File: config.mk
export PLATFORM = sky130hd
export DESIGN_NAME = aes_stream_ctrl
export DESIGN_NICKNAME = d
export VERILOG_FILES = /design/src/rtl/aes_stream_ctrl.sv
export SDC_FILE = /design/constraint.sdc
export NUM_CORES = 1
export LEC_CHECK = 0
export CORE_MARGIN = 5
export CORE_UTILIZATION = 49
export DETAILED_ROUTE_END_ITERATION = 12
export GPL_TIMING_DRIVEN = 0
export PLACE_DENSITY = 0.83
export SYNTH_ARGS = -nofsm -noshare
export SYNTH_HDL_FRONTEND = slang
export SYNTH_SLANG_ARGS = --single-unit
File: constraint.sdc
create_clock -name clk -period 3.65 [get_ports clk]
set_clock_uncertainty 0.05 [all_clocks]
set_input_delay 0.9125 -clock clk [delete_from_list [all_inputs] [get_ports clk]]
set_output_delay 0.9125 -clock clk [all_outputs]
set_load 0.05 [all_outputs]
File: src/rtl/aes_stream_ctrl.sv
// aes_stream_ctrl: word-serial double-buffered stream front end for a 128-bit AES core with optional CBC chaining
module aes_stream_ctrl #(
  parameter int BUS_W = 32,
  parameter int CNT_W = 16
) (
  input  logic             clk,
  input  logic             reset,
  input  logic             cbc_en,
  input  logic             iv_load,
  input  logic [127:0]     iv_in,
  input  logic             in_valid,
  output logic             in_ready,
  input  logic [BUS_W-1:0] in_data,
  output logic [127:0]     core_pt,
  output logic             core_start,
  input  logic [127:0]     core_ct,
  input  logic             core_done,
  output logic             out_valid,
  input  logic             out_ready,
  output logic [BUS_W-1:0] out_data,
  output logic             busy,
  output logic [CNT_W-1:0] block_cnt
);
  localparam int NWORDS = 128 / BUS_W;
  localparam int IDX_W = NWORDS > 1 ? $clog2(NWORDS) : 1;
  localparam int CW = $clog2(NWORDS + 1);
  localparam logic [CW-1:0] FULL = CW'(NWORDS);
  localparam logic [IDX_W-1:0] LAST = IDX_W'(NWORDS - 1);
  typedef enum logic [1:0] {S_FILL, S_START, S_WAIT, S_DRAIN} state_t;
  state_t state, state_n;
  logic [NWORDS-1:0][BUS_W-1:0] blk_q, res_q;
  logic [CW-1:0] in_cnt, in_cnt_n;
  logic [IDX_W-1:0] out_idx;
  logic [127:0] chain;
  logic cbc_q, full, in_fire, out_fire, out_last;
  assign full = in_cnt == FULL;
  assign in_fire = in_valid & in_ready;
  assign out_fire = out_valid & out_ready;
  assign out_last = out_idx == LAST;
  assign core_start = state == S_START;
  assign out_valid = state == S_DRAIN;
  assign busy = state != S_FILL;
  assign out_data = res_q[out_idx];
  assign in_cnt_n = state == S_START ? '0 : in_cnt + CW'(in_fire);
  always_comb begin
    state_n = state == S_FILL  ? (full ? S_START : S_FILL) :
              state == S_START ? S_WAIT :
              state == S_WAIT  ? (core_done ? S_DRAIN : S_WAIT) :
              (out_fire && out_last) ? (full ? S_START : S_FILL) : S_DRAIN;
  end
  always_ff @(posedge clk or negedge reset) begin
    if (!reset) state <= S_FILL;
    else state <= state_n;
  end
  always_ff @(posedge clk or negedge reset) begin
    if (!reset) begin
      in_cnt <= '0;
      in_ready <= 1'b0;
      blk_q <= '0;
      res_q <= '0;
      core_pt <= '0;
      chain <= '0;
      cbc_q <= 1'b0;
      out_idx <= '0;
      block_cnt <= '0;
    end else begin
      in_cnt <= in_cnt_n;
      in_ready <= in_cnt_n != FULL;
      if (in_fire) blk_q[in_cnt[IDX_W-1:0]] <= in_data;
      if (state_n == S_START) begin
        core_pt <= blk_q ^ (cbc_en ? chain : '0);
        cbc_q <= cbc_en;
      end
      if (iv_load && state == S_FILL) chain <= iv_in;
      if (state == S_WAIT && core_done) begin
        res_q <= core_ct;
        block_cnt <= block_cnt + CNT_W'(1);
        if (cbc_q) chain <= core_ct;
      end
      if (out_fire) out_idx <= out_last ? '0 : out_idx + IDX_W'(1);
    end
  end
endmodule
---- After elaboration in Yosys (flattened, before gate mapping) ----
Index checks and enable logic that the tools add are counted.
cells by class
  $add $sub $neg .......................... 3
  $lt $le $gt $ge ......................... 3
  eq/ne operators ......................... 7
  muxes and demuxes ....................... 17
  bitwise logic cells ..................... 3
  reduce and logical (&&, ||, !) cells .... 6
operators by type and width
  kind                     number
  $mux W128                4
  $bwmux W128              1
  $xor A128 B128 Y128      1
  $bmux W32 S2             1
  $demux W32 S2            1
  $mux W32                 2
  $add A16 B1 Y16 const B  1
  $mux W2                  5
  $eq A2 B2 Y1 const B     3
  $lt A2 B3 Y1 const B     2
  $eq A2 B1 Y1 const B     2
  $logic_and A1 B1 Y1      4
  $add A3 B1 Y3            1
  $eq A3 B3 Y1 const B     1
  $mux W3                  1
  $ne A3 B3 Y1 const B     1
  $add A2 B1 Y2 const B    1
  $and A1 B1 Y1            2
  $ge A2 B1 Y1 const B     1
  $logic_not A2 Y1         1
  $mux W1                  2
  $reduce_bool A2 Y1       1
storage, ports and cells
  flip-flop bits (word level) ............. 537
  input bits .............................. 295
  output and inout port bits .............. 180
  logic and storage cells ................. 55

---- Longest topological paths before layout ----
  depth after elaboration ................. 8
  gate-level depth with buffers ........... 7
  gate-level depth less buffers ........... 6

---- Worst setup path before layout ----
Ideal clock, no wire load.
  path type ............................... reg2out
  start point ............................. register out_idx[0]
  end point ............................... output out_data[10]
  arrival ................................. 1.518 ns
  slack ................................... 1.170 ns
  cell stages (with the launch flop) ...... 4
  path buffers ............................ 2
  cells stage by stage .................... dfrtp_1 -> buf_2 -> buf_2 -> mux4_2
between the ends
  word-level cells in the longest chain between the ends .. 2
ends and longest elaborated chain
  element                         RTL line  text
  start: declaration              33        logic [IDX_W-1:0] out_idx;
  start signal: assignment        80        if (out_fire) out_idx <= out_last ? '0 : out_idx + IDX_W'(1);
  $bmux W32 S2                    43        assign out_data = res_q[out_idx];
  $mux W32 (implied by the code)  43
  end: declaration                20        output logic [BUS_W-1:0] out_data,
No other way between the ends. The select of a mux whose other input is x is not followed.

---- Worst setup path in the final report ----
  start point ............................. register out_idx[1]
  end point ............................... output out_data[13]
Same word-level chain as after synthesis.

==> metrics.yaml <==
clocking:
  cts_tree: "yes"
  cts_sinks: 537
  clockBufferDepth: 3
  cts_root_buffer: "clkbuf_16"
  cts_setup_buffers: 0
  htreeDepth: 2
  numCtsBuffers: 57
  path_clk_slew_ns: 0.06
  insertion_delay_ns: 0.61
synth:
  synth.area.mux_share_pct: 14.44
  synthTopCellsByArea: "dfrtp_1, nand2_1, mux2_2, mux2i_1, xor2_1"
  synth-async-reset-ratio_pct: 100.0
  synth_cell_types: 36
  synth-compound-area-share_pct: 7.069
  synth_top_area_cell: "dfrtp_1"
  syn_nets: 2489
  yosys_warnings: 0
  synth_area_um2: 24000
  synth_xor_area_share_pct: 5.255
  synth-edff-count: 0
  netlist.area_leader.share_pct: 55.99
  synth_ff_type: "dfrtp_1"
  syn_inst: 2190
  synth-simple-area-share_pct: 13.21
  synth_top_family_by_area: "multiplexers"
  synth_adder_area_share_pct: 0.2085
  yosysSeqAreaShare_pct: 55.99
  synth-seq-cells: 537
  synth.avg_cell_area_um2: 10.96
floorplan:
  ios: 475
  die_h_um: 231.3
  die_width_um: 231.3
  num_rows: 81
  core_um2: 48650
  start_util_pct: 49.34
  die_area_um2: 53510
timing:
  clock.fmax_mhz: 278.2
  rsz0062_at_grt: "yes"
  final_hold_viol_count: 0
  post-route-period-util_pct: 98.49
  setup_viol: 0
  worst_pin_slew_ns: 1.119
  drv_slew: 0
  period_needed_ns: 3.595
  slew_headroom_pct: 25.37
min_path:
  min_path_cells: 2
  hold_start: "res_q[99]"
  hp-class: "reg2reg"
finish:
  layout-drive-gt1-share_pct: 16.04
  final_cells: 3409
  final_nets: 3027
  synthToLayoutAreaGrowth_pct: 32.05
  finalInstanceArea_um2: 31690
drt:
  wl_per_cell_um: 25.67
  finalWirelength_um: 87510
  firstDrtPassIters: 8
  vias_per_cell: 5.661
  drc_errors: 0
  vias: 19300
  ant_nets: 0
  drtIter0Drc: 1729
placed_design:
  place_area_um2: 29660
  dpl.hpwl_um: 63630
  io_buffers: 473
  post-place-cells: 3290
  gp_congestion: 0.9032
worst_setup_path:
  rrSetupSlack_ns: 1.15
  startpoint: "out_idx[1]"
  ff2ff_path_depth: 6
  cp-start-kind: "flip-flop"
  critical_path_required_ns: 2.69
  path_max_fanout: 10
  crit_type: "reg2out"
  end_kind: "output port"
  cp.arrival_ns: 2.63
  regToRegStartpoint: "state[0]"
global_routing:
  gr-total-overflow: 0
  antenna_found_initial: 18
  grt_pass1_vias: 20340
  grt_pass1_wl_um: 127400
  grt_max_degree: 122
  grt_usage_pct: 31.97
pwr:
  p_leak_nw: 13.85
  ir_drop_v: 0.0004595
  powerDensity_nw_per_um2: 958.6
run_status:
  outcome: "completed"
flow_run:
  drv_cap: 0
power by group:
group | leakage, nW | total (mW) | internal, mW | switching (mW)
combinational | 6.41 | 13.5 | 5.06 | 8.43
clock | 1.00 | 6.22 | 3.77 | 2.45
sequential | 6.44 | 10.7 | 8.81 | 1.86
synth_stat cells (12+ instances only):
library cell  count
buf_2            32
a21oi_1         154
buf_1            12
dfrtp_1         537
buf_12           13
nand2_1         523
clkbuf_1         51
buf_4            14
mux4_2           32
a21oi_2         103
mux2_2          130
xor2_1          130
buf_6            13
xnor2_1          14
nor2_1          260
mux2i_1         128
cell families after synthesis:
family | count (synthesis)
compound gates | 260
xor+xnor | 144
fa+ha+maj | 4
buf+inv | 138
flops | 537
mux | 290
simple gates | 817
worst max-delay path: stages, from the launching register on:
cell and delay (ns):
dfrtp_1 0.35, clkbuf_1 0.36, buf_2 0.45, mux4_2 0.27, dlygate4sd2_1 0.59
worst paths after layout:
check | endpoint
hold reg to reg | res_q[99]
setup / recovery | out_data[13]
setup reg to reg | res_q[27]
max in group asynchronous | chain[17]
hold / removal | res_q[99]
min in group asynchronous | chain[93]
through the flow:
| step | hold WS [ns] | total power [mW] | TNS, ns | util (%) | worst slack, ns |
|---|---|---|---|---|---|
| after floorplan | 0.3903 | 19.39 | 0 | - | 1.170 |
| after global placement | 0.4030 | 23.79 | - | 60.67 | -21.50 |
| after detailed placement | 0.4076 | 24.27 | 0 | 60.96 | 0.07352 |
| after CTS | 0.4225 | 30.37 | 0 | 65.10 | 0.03081 |
| after global routing | 0.4432 | 31.72 | -0.01127 | 65.13 | -0.01127 |
| final | 0.4189 | 30.38 | 0 | 65.15 | 0.05524 |
cell type report:
class / count / area [um2]
sequential: 537 / 13440
buffer: 135 / 925.9
clock inverter: 20 / 285.3
antenna: 12 / 30.03
tap: 622 / 778.2
timing repair buffer: 479 / 4843
fill: 3650 / 16950
inverter: 3 / 11.26
multi-input combinational: 1515 / 9643
clock buffer: 86 / 1738
flip-flops by register name, summed over array words and instances, names as in the netlist:
name,cells
res_q,128
block_cnt,16
cbc_q,1
blk_q,128
state,2
in_ready,1
in_cnt,3
chain,128
out_idx,2
core_pt,128
placed cells by master (no fill, tap or decap), types with 2 or more instances in the layout:
cell and instances:
nor2b_1 3, inv_6 2, nor2_1 260, bufinv_16 7
a21oi_2 103, nand3b_1 3, buf_2 31, xor2_1 130
and3_1 3, clkinv_2 10, nor3_1 3, nand4_1 6
buf_1 12, buf_6 14, buf_16 5, clkbuf_16 59
dlygate4sd2_1 27, clkbuf_2 2, mux2i_1 128, clkbuf_1 59
mux4_2 32, inv_1 3, clkbuf_8 16, and2_1 3
ha_1 4, and4_1 2, a21oi_1 154, clkdlybuf4s50_1 443
nand3_1 4, diode_2 12, nand2_1 523, dfrtp_1 537
buf_12 13, mux2_2 130, xnor2_1 14, buf_4 16
what timing repair did:
item	CTS	global route
endpoints found under the setup margin	29	16
hold buffers	1	0
gates resized for setup	36	7
hold endpoints to repair	1	0
routing by layer:
layer	global-route usage (%)	up-vias	routed length, um
met5	0	-	109
met4	15.64	16	4867
met3	7.816	284	7349
met2	51.83	1032	41270
met1	40.49	9653	33910
li1	-	8313	-
No activity file was read; power rests on OpenSTA's default activity.
